--- src/rtl/dtw_mem_ctrl_if.sv ---
// Load and read-out streams between the DTW reference store and its peers.
// The slave modport is the controller side of both streams.
interface dtw_mem_ctrl_if #(
  parameter int width = 16
);
  logic             s_valid;
  logic             s_ready;
  logic [width-1:0] s_data;
  logic             s_last;
  logic             m_valid;
  logic             m_ready;
  logic [width-1:0] m_data;
  logic             m_last;

  modport master (
    output s_valid, s_data, s_last, m_ready,
    input  s_ready, m_valid, m_data, m_last
  );

  modport slave (
    input  s_valid, s_data, s_last, m_ready,
    output s_ready, m_valid, m_data, m_last
  );
endinterface

--- src/rtl/dtw_mem_ctrl.sv ---
// Single-port reference BRAM sequencer for the DTW core.
// Loads a stream into BRAM, then replays it through a 2-entry skid buffer.
module dtw_mem_ctrl #(
  parameter int width  = 16,
  parameter int ptrWid = 18,
  parameter int depth  = 2**ptrWid
) (
  input  logic              clk,
  input  logic              rstn,
  input  logic              ld_start,
  input  logic              rd_start,
  dtw_mem_ctrl_if.slave     st,
  output logic              busy,
  output logic              done,
  output logic              err_ovf,
  output logic [ptrWid:0]   ref_len,
  output logic              mem_wen,
  output logic [ptrWid-1:0] mem_addr,
  output logic [width-1:0]  mem_din,
  input  logic [width-1:0]  mem_dout
);

  typedef enum logic [1:0] {
    IDLE,
    LOAD,
    READ
  } state_t;

  localparam logic [ptrWid:0] DEPTH = (ptrWid+1)'(depth);
  localparam logic [ptrWid:0] ONE   = 1;

  state_t          state_q, state_d;
  logic [ptrWid:0] wr_ptr, rd_ptr;
  logic            infl, infl_last;
  logic [1:0]      cnt, occ;
  logic [width:0]  b0, b1;
  logic [width:0]  push_w;

  logic accept, wr_ok, beat, issue, done_d;

  assign st.s_ready = (state_q == LOAD);
  assign accept     = st.s_ready & st.s_valid;
  assign wr_ok      = (wr_ptr < DEPTH);

  assign st.m_valid = (cnt != 2'd0);
  assign st.m_data  = b0[width-1:0];
  assign st.m_last  = st.m_valid & b0[width];
  assign beat       = st.m_valid & st.m_ready;

  // A pop this cycle frees a slot, so a read may issue behind it.
  assign occ   = cnt + {1'b0, infl};
  assign issue = (state_q == READ) && (rd_ptr < ref_len)
              && ((occ < 2'd2) || beat);

  assign mem_wen  = accept & wr_ok;
  assign mem_din  = mem_wen ? st.s_data : '0;
  assign busy     = (state_q != IDLE);
  assign push_w   = {infl_last, mem_dout};

  always_comb begin
    mem_addr = '0;
    if (mem_wen)
      mem_addr = wr_ptr[ptrWid-1:0];
    else if (issue)
      mem_addr = rd_ptr[ptrWid-1:0];
  end

  always_comb begin
    state_d = state_q;
    case (state_q)
      IDLE: begin
        if (ld_start)
          state_d = LOAD;
        else if (rd_start)
          state_d = READ;
      end
      LOAD: begin
        if (accept && st.s_last)
          state_d = IDLE;
      end
      READ: begin
        if (ref_len == '0)
          state_d = IDLE;
        else if (beat && st.m_last)
          state_d = IDLE;
      end
      default: state_d = IDLE;
    endcase
    done_d = (state_q != IDLE) && (state_d == IDLE);
  end

  always_ff @(posedge clk) begin
    if (!rstn) begin
      state_q   <= IDLE;
      done      <= 1'b0;
      err_ovf   <= 1'b0;
      ref_len   <= '0;
      wr_ptr    <= '0;
      rd_ptr    <= '0;
      infl      <= 1'b0;
      infl_last <= 1'b0;
      cnt       <= '0;
      b0        <= '0;
      b1        <= '0;
    end else begin
      state_q   <= state_d;
      done      <= done_d;
      infl      <= issue;
      infl_last <= issue && (rd_ptr + ONE == ref_len);

      if (state_q == IDLE) begin
        wr_ptr <= '0;
        rd_ptr <= '0;
        if (ld_start)
          err_ovf <= 1'b0;
      end

      if (mem_wen)
        wr_ptr <= wr_ptr + ONE;
      if (accept && !wr_ok)
        err_ovf <= 1'b1;
      if (accept && st.s_last)
        ref_len <= wr_ok ? wr_ptr + ONE : DEPTH;
      if (issue)
        rd_ptr <= rd_ptr + ONE;

      case ({infl, beat})
        2'b10: begin
          if (cnt == 2'd0)
            b0 <= push_w;
          else
            b1 <= push_w;
          cnt <= cnt + 2'd1;
        end
        2'b01: begin
          b0  <= b1;
          cnt <= cnt - 2'd1;
        end
        2'b11: begin
          if (cnt == 2'd1) begin
            b0 <= push_w;
          end else begin
            b0 <= b1;
            b1 <= push_w;
          end
        end
        default: ;
      endcase
    end
  end

endmodule

--- src/flat_wrapper.sv ---
// flat-port wrapper written by rule: the top's interface ports become plain ports
module dtw_mem_ctrl_flat 
#(
  parameter int width  = 16,
  parameter int ptrWid = 18,
  parameter int depth  = 2**ptrWid
)
  (clk, rstn, ld_start, rd_start, busy, done, err_ovf, ref_len, mem_wen, mem_addr, mem_din, mem_dout, st_s_valid, st_s_data, st_s_last, st_m_ready, st_s_ready, st_m_valid, st_m_data, st_m_last);
  dtw_mem_ctrl_if #(.width(width)) st_i ();
  input  logic clk;
  input  logic rstn;
  input  logic ld_start;
  input  logic rd_start;
  output logic busy;
  output logic done;
  output logic err_ovf;
  output logic [ptrWid:0] ref_len;
  output logic mem_wen;
  output logic [ptrWid-1:0] mem_addr;
  output logic [width-1:0] mem_din;
  input  logic [width-1:0] mem_dout;
  input wire logic [$bits(st_i.s_valid)-1:0] st_s_valid;
  input wire logic [$bits(st_i.s_data)-1:0] st_s_data;
  input wire logic [$bits(st_i.s_last)-1:0] st_s_last;
  input wire logic [$bits(st_i.m_ready)-1:0] st_m_ready;
  output wire logic [$bits(st_i.s_ready)-1:0] st_s_ready;
  output wire logic [$bits(st_i.m_valid)-1:0] st_m_valid;
  output wire logic [$bits(st_i.m_data)-1:0] st_m_data;
  output wire logic [$bits(st_i.m_last)-1:0] st_m_last;
  assign st_i.s_valid = st_s_valid;
  assign st_i.s_data = st_s_data;
  assign st_i.s_last = st_s_last;
  assign st_i.m_ready = st_m_ready;
  assign st_s_ready = st_i.s_ready;
  assign st_m_valid = st_i.m_valid;
  assign st_m_data = st_i.m_data;
  assign st_m_last = st_i.m_last;
  dtw_mem_ctrl #(.width(width), .ptrWid(ptrWid), .depth(depth)) u_core (.clk(clk), .rstn(rstn), .ld_start(ld_start), .rd_start(rd_start), .st(st_i), .busy(busy), .done(done), .err_ovf(err_ovf), .ref_len(ref_len), .mem_wen(mem_wen), .mem_addr(mem_addr), .mem_din(mem_din), .mem_dout(mem_dout));
endmodule
--- config.mk ---
export PLATFORM = sky130hd
export DESIGN_NAME = dtw_mem_ctrl_flat
export DESIGN_NICKNAME = d
export VERILOG_FILES = /design/src/rtl/dtw_mem_ctrl_if.sv /design/src/rtl/dtw_mem_ctrl.sv /design/src/flat_wrapper.sv
export SDC_FILE = /design/constraint.sdc
export NUM_CORES = 1
export LEC_CHECK = 0
export ABC_AREA = 1
export BUFFER_PORTS_ARGS = -buffer_cell sky130_fd_sc_hd__buf_2
export CAP_MARGIN = 10
export CORE_MARGIN = 3
export CORE_UTILIZATION = 51
export CTS_CLUSTER_DIAMETER = 200
export DETAILED_ROUTE_END_ITERATION = 10
export GPL_TIMING_DRIVEN = 1
export PLACE_DENSITY = 0.88
export SLEW_MARGIN = 20
export SYNTH_ARGS = -nofsm -noshare
export SYNTH_HDL_FRONTEND = slang
export SYNTH_SLANG_ARGS = --single-unit
--- constraint.sdc ---
create_clock -name clk -period 2.1 [get_ports clk]
set_input_delay 0.315 -clock clk [delete_from_list [all_inputs] [get_ports clk]]
set_output_delay 0.315 -clock clk [all_outputs]
set_load 0.005 [all_outputs]
==> impl_metrics.csv, run 1 <==
group,metric,value,unit
outcome,status,"finished with violations",
outcome,violations,"setup timing",
place,hpwlAfterDp,13.9,mm
synthesis,syn_inst,930,
routing,post-route-drc-count,0,
setup_path,endpoint_kind,"primary output",
setup_path,crit_required,1780,ps
power,switching_share,28.8,%
grt,antenna_found_initial,0,
power,p_int,3.22,mW
final_layout,final_common_cell,"nand2_1",
synthesis,ys_seq_area_share,32.6,%
clock_tree,numCtsBuffers,9,
sta,layout_setup_ws,-394,ps
synthesis,async_reset_ff_share,0,%
clock_tree,cts_tree,"yes",
power,total_power,4.52,mW
synthesis,ys.flop_type,"dfxtp_1",
setup_path,cp_cell_sequence,"inv_1 > ha_4 > nand4_1 > nor3_2 > nand3b_1 > nand3_4 > buf_8 > o22ai_2 > buf_2",
place,dp_cells,1206,
sta,post-route-min-period,2490,ps
power,p_sw,1.30,mW
worst_hold_path,hp-start,"mem_dout[7]",
job,drv_cap,0,
floorplanning,die_width,115,um
clock_tree,root_buffer,"clkbuf_16",
synthesis,synth_edf_count,0,
power,p_comb_share,17.5,%
setup_path,cpPeakStageDelay,330,ps
setup_path,arrival,2180,ps
final_layout,n_antenna_cell,0,
final_layout,drive_gt1_share,28.4,%
place,pre_cts_slack,-160,ps
grt,grt_pass1_wl,30.4,mm
synthesis,synth_warnings,0,
sta,setup_viol_count_final,19,
floorplanning,rows,39,
setup_path,worstPathMaxFanout,7,
final_layout,postLayoutCellArea,7970,um2
final_layout,layout_common_cells,"nand2_1, inv_1, buf_2",
routing,routedWlPerCell,16.2,um
grt,overflow,0,
power,p_per_area,568,nW/um2
grt,grt_pass1_vias,6348,
synthesis,syn_area,6080,um2
final_layout,final_cell_count_no_fill,1233,
setup_path,cp.buffers_inverters,3,
sta,fin_crit_sh,119,%
setup_path,critPathSlowestCell,"dfxtp_1",
setup_path,critPathTopFamily,"simple AND/OR/NAND/NOR gates",
routing,vias_per_cell,5.64,
final_layout,num-fill-cells,906,
power,clockPowerShare,38.0,%
sta,worst_clock_skew,6.97,ps
final_layout,syn_to_final_growth,31.1,%
clock_tree,clk-insertion-delay-late,360,ps
sta,final-hold-violation-count,0,
synthesis,synth_seq_cells,99,
routing,antenna_left,0,
clock_tree,htreeDepth,3,
routing,route.vias.total,6954,
sta,slew_headroom,51.6,%
routing,drtIter0Drc,959,
final_layout,fin_util,69.2,%
synthesis,synth.distinct_cells,39,
floorplanning,die_height,115,um
routing,wirelength,20.0,mm
sta,rsz0062_at_grt,"yes",
grt,grt_max_degree,39,
grt,grt_use_total,28.9,%
clock_tree,clock-sinks,99,
place,gp_congestion,0.992,
place,port_buffers,114,
synthesis,syn_area_per_cell,6.53,um2
floorplanning,start_util,52.8,%
setup_path,critPathKind,"flip-flop to primary output",
setup_path,startpoint,"u_core.ref_len[3]$_SDFFE_PN0P_",
worst_hold_path,holdCritPathClass,"primary input to flip-flop",
sta,tightestPinTransition,725,ps
clock_tree,clkTransAtPathRegs,70,ps
sta,drv_slew,0,
setup_path,start_kind,"flip-flop",
power,power.leakage,3.63,nW
sta,fmax,401,MHz
final_layout,nNetsFinal,1152,
power,seqPwrFrac,44.5,%
power,peakVddDrop,0.528,mV
floorplanning,core,11500,um2
synthesis,synth_nets,996,
setup_path,r2r-start,"u_core.ref_len[3]$_SDFFE_PN0P_",
floorplanning,dieArea,13300,um2
clock_tree,clk_path_buf_depth,2,
routing,firstDrtPassIters,6,
floorplanning,io_pins,115,
place,place_area,7110,um2
-- cell families after synthesis --
| kind of cell | share of synthesized area [%] |
|---|---|
| compound gates | 16.6 |
| simple gates | 29.6 |
| buf+inv | 14.4 |
| flops | 32.6 |
| xor+xnor | 1.24 |
| fa+ha+maj | 5.56 |
-- worst reg2reg max path, delay by kind of cell, from the launching register on --
kind,cells,cell delay [ps]
AO/OA/AOI/OAI,1,90
AND/OR/NAND/NOR,6,840
buffers and inverters,4,500
flip-flops,1,330
adder cells (fa/ha/maj),1,270
-- area by class of cell --
cell class / instances / area [um2] / area share (%)
Multi-Input combinational cell: 620 / 3610 / 45.4
Inverter: 161 / 612 / 7.68
Clock inverter: 6 / 72.6 / 0.911
Sequential cell: 99 / 1990 / 25.0
Timing Repair Buffer: 195 / 1270 / 16.0
Tap cell: 143 / 179 / 2.25
Clock buffer: 9 / 225 / 2.83
-- cell usage after synthesis (4+ instances only) --
cell type  instances  area, um2
ha_1              27        338
nor3_1             5       25.0
buf_2              8       40.0
xor2_1             6       52.6
o21ai_1            9       45.0
nor2_1            85        319
nand2_1          181        679
a21oi_1           82        410
nand3_1           90        450
o221ai_1          16        140
buf_4             16        120
nor2_4             5       56.3
inv_1            153        574
o21a_1             4       30.0
o21ai_0           45        225
nand4_1           21        131
o22ai_1           15       93.8
clkbuf_1          25       93.8
dfxtp_1           99       1980
inv_2              7       26.3
nor2_2             8       50.1
-- per-layer routing --
metal / track usage, % / part of all wire, % / vias up
li1: - / - / 3332
met1: 35.6 / 38 / 3133
met2: 47.4 / 47 / 408
met3: 6.47 / 9.9 / 81
met4: 14.7 / 4.8 / 0
met5: 0 / 0 / -
-- flip-flops by register name, summed over array words and instances (netlist names) --
signal            flops
u_core.rd_ptr        19
u_core.ref_len       19
u_core.wr_ptr        19
u_core.b0            17
u_core.b1            17
u_core.cnt            2
u_core.state_q        2
u_core.done           1
u_core.err_ovf        1
u_core.infl           1
u_core.infl_last      1
-- through the flow --
step / hold slack (ps) / TNS (ps)
after global routing: 277 / -7800
after global placement: 432 / -388
after detailed placement: 438 / -1540
final: 248 / -6520
after floorplan: 420 / 0
after CTS: 239 / -6080
-- final timing paths --
check	end	slack, ps	depth (start not counted)
setup reg to reg	u_core.rd_ptr[0]$_SDFFE_PN0P_	-20	12
setup / recovery	mem_addr[7]	-390	9
hold / removal	u_core.b1[7]$_SDFFE_PN0P_	250	3
hold reg to reg	u_core.b1[11]$_SDFFE_PN0P_	450	2
-- power groups by stage --
stage | logic [mW] | registers (mW) | clock network (mW)
6_report | 0.792 | 2.01 | 1.72
4_1_cts | 0.736 | 2.01 | 1.73
3_3_place_gp | 0.691 | 2.05 | 0
5_1_grt | 0.878 | 2.02 | 1.80
3_5_place_dp | 0.711 | 2.06 | 0
2_1_floorplan | 0.491 | 2.05 | 0
-- repair_timing --
item / in CTS / in global routing
pin swaps: 9 / 22
setup buffers: 6 / 6
gates cloned: 1 / 1
hold buffers: 0 / 0
gates resized for setup: 35 / 65
endpoints found under the setup margin: 37 / 72
Note: power is estimated with default switching activity, not from simulation.
==> run 2: changes to the inputs <==
- CELL_PAD_IN_SITES_DETAIL_PLACEMENT: default -> 1
- CELL_PAD_IN_SITES_GLOBAL_PLACEMENT: default -> 2
- CORE_UTILIZATION: 51 -> 27
- CTS_CLUSTER_SIZE: default -> 24
- GPL_TIMING_DRIVEN: 1 -> default
- PLACE_DENSITY: 0.88 -> 0.87
==> run 2 against run 1 <==
Against the previous run: the run still ends with setup timing left; non-clock buffer count rose by 22; sequential share of layout area fell by 1.1 points; register-to-register slack got worse by 170 ps; sequential cell count did not move; cell count rose by 13%; cell area rose by 5.5%; clock skew rose by 2.7 ps; clock power rose by 4%; highest routed layer unchanged; maximum frequency rose by 0.84%; power rose by 3.3%; core utilization fell by 31 points; hold slack got worse by 5.1 ps.
==> impl_metrics.csv, run 2 (same netlist as run 1, synthesis figures left out) <==
group,metric,value,unit
routing,wl_met1,10.7,mm
clock_tree,clock-sinks,99,
grt,grt_pass1_vias,6874,
sta,rsz0062_at_grt,"yes",
final_layout,final_common_cell,"nand2_1",
clock_tree,htreeDepth,3,
setup_path,arrival,2160,ps
clock_tree,cts_tree,"yes",
floorplanning,dieArea,24300,um2
grt,grt_use_total,19.1,%
setup_path,endpoint_kind,"primary output",
routing,vias_per_cell,4.92,
worst_hold_path,min_path_cells,3,
worst_hold_path,hp-start,"mem_dout[8]",
sta,slew_headroom,47.8,%
sta,tightestPinTransition,782,ps
floorplanning,die_width,156,um
setup_path,crit_required,1780,ps
final_layout,num-fill-cells,2803,
place,hpwlAfterDp,17.5,mm
setup_path,worstPathMaxFanout,7,
routing,routedWlPerCell,17.3,um
clock_tree,numCtsBuffers,9,
sta,fmax,404,MHz
power,switching_share,31.5,%
grt,antenna_found_initial,0,
setup_path,reg2reg_to,"u_core.infl_last$_SDFF_PN0_",
worst_hold_path,holdPathEnd,"u_core.b1[8]$_SDFFE_PN0P_",
power,clockPowerShare,38.2,%
place,port_buffers,114,
clock_tree,clk-insertion-delay-late,370,ps
power,p_per_area,556,nW/um2
floorplanning,io_pins,115,
final_layout,final_cell_count_no_fill,1393,
power,p_int,3.20,mW
power,p_comb_share,18.6,%
clock_tree,postCtsHoldBufs,0,
grt,grt_max_degree,51,
sta,drv_slew,0,
sta,layout_setup_ws,-374,ps
setup_path,start_kind,"flip-flop",
setup_path,reg2regPathDepth,16,
power,seqPwrFrac,43.1,%
routing,firstDrtPassIters,6,
power,p_sw,1.47,mW
setup_path,r2r_setup_slack,-190,ps
worst_hold_path,holdCritPathClass,"primary input to flip-flop",
final_layout,syn_to_final_growth,38.3,%
routing,met2_wirelength,11.7,mm
routing,wl_met3,918,um
final_layout,biggestRegsByFlops,"u_core.rd_ptr (19), u_core.ref_len (19), u_core.wr_ptr (19)",
final_layout,layout_common_cells,"nand2_1, inv_1, buf_2",
power,power.leakage,3.76,nW
floorplanning,start_util,27.7,%
job,drv_cap,0,
clock_tree,clk_path_buf_depth,2,
sta,setup_viol_count_final,23,
outcome,violations,"setup timing",
setup_path,critPathKind,"flip-flop to primary output",
sta,final-hold-violation-count,0,
setup_path,r2r-start,"u_core.ref_len[12]$_SDFFE_PN0P_",
routing,antenna_left,0,
place,gp_congestion,0.834,
sta,worst_clock_skew,9.63,ps
floorplanning,die_height,156,um
routing,top_layer,"met4",
final_layout,n_antenna_cell,0,
floorplanning,rows,54,
clock_tree,clkTransAtPathRegs,80,ps
sta,hold_slack,243,ps
clock_tree,root_buffer,"clkbuf_16",
place,dp_cells,1357,
routing,wirelength,24.1,mm
grt,overflow,0,
sta,fin_tns_setup,-6650,ps
floorplanning,core,22000,um2
grt,grt_pass1_wl,36.8,mm
power,peakVddDrop,0.323,mV
sta,fin_crit_sh,118,%
sta,post-route-min-period,2470,ps
outcome,status,"finished with violations",
final_layout,nNetsFinal,1174,
routing,post-route-drc-count,0,
routing,drtIter0Drc,355,
routing,route.vias.total,6850,
final_layout,drive_gt1_share,31.8,%
run 2: cell types whose count changed in the layout (fill, tap and decap cells not counted), moves of 5 or more:
cell     previous run  this run
nor2_4              7        12
dfxtp_2             8        19
o22ai_2            12         7
buf_4              68        88
o22ai_1             2         7
inv_2              11        19
inv_1             146       140
dfxtp_1            91        80
inv_8               0         6
run 2: area by class of cell:
cell class                      count  area (um2)  share of cell area (%)
Multi-Input combinational cell    620        3670                    43.7
Tap cell                          280         350                    4.17
Sequential cell                    99        2010                    23.9
Clock buffer                        9         225                    2.68
Timing Repair Buffer              217        1460                    17.3
Inverter                          161         612                    7.28
Clock inverter                      7        81.3                   0.968
run 2: what timing repair did:
action,in CTS,in global routing
buffers inserted,9,11
endpoints found under the setup margin,54,76
pin swaps,13,23
resized for setup,47,74
gates cloned,1,1
run 2: metal layers:
layer | vias up | global-route usage, %
met3 | 39 | 2.77
met5 | - | 0
met1 | 3284 | 24.2
met2 | 154 | 33.1
met4 | 0 | 6.52
li1 | 3373 | -
run 2: worst max-delay path by stage:
stage,startpoint,end,slack [ps],depth (start not counted)
2_1_floorplan,u_core.cnt[0]$_SDFFE_PN0P_,u_core.b0[10]$_SDFFE_PN0P_,50,14
3_3_place_gp,u_core.ref_len[18]$_SDFFE_PN0P_,mem_addr[15],-40,11
3_5_place_dp,u_core.ref_len[18]$_SDFFE_PN0P_,mem_addr[13],-160,11
4_1_cts,u_core.ref_len[16]$_SDFFE_PN0P_,mem_addr[17],-380,11
5_1_grt,u_core.ref_len[4]$_SDFFE_PN0P_,mem_addr[11],-470,10
6_report,u_core.ref_len[12]$_SDFFE_PN0P_,mem_addr[9],-370,11
run 2: stage by stage:
step | power, mW | instance area, um2 | worst slack (ps) | util [%]
after global routing | 4.91 | 8400 | -474 | 38.3
after global placement | 2.82 | 7410 | -44.1 | 33.8
final | 4.67 | 8400 | -374 | 38.3
after floorplan | 2.54 | 6080 | 47.8 | -
after CTS | 4.68 | 7990 | -375 | 36.4
after detailed placement | 2.85 | 7410 | -158 | 33.8
run 2: critical path: stages, from the launching register on:
cell and delay [ps]:
dfxtp_2 340, inv_2 60, ha_4 240, nand2_1 70, inv_1 80, o21bai_4 140
a21oi_2 80, nor2_4 150, nand3_4 160, buf_4 190, o22ai_4 120, buf_2 140
run 2: power groups by stage:
stage,clock [mW],combinational [mW],sequential [mW]
detailed placement,0,0.787,2.06
CTS,1.85,0.820,2.02
global route,1.91,0.980,2.03
floorplan,0,0.491,2.05
global placement,0,0.768,2.05
finish,1.79,0.871,2.01
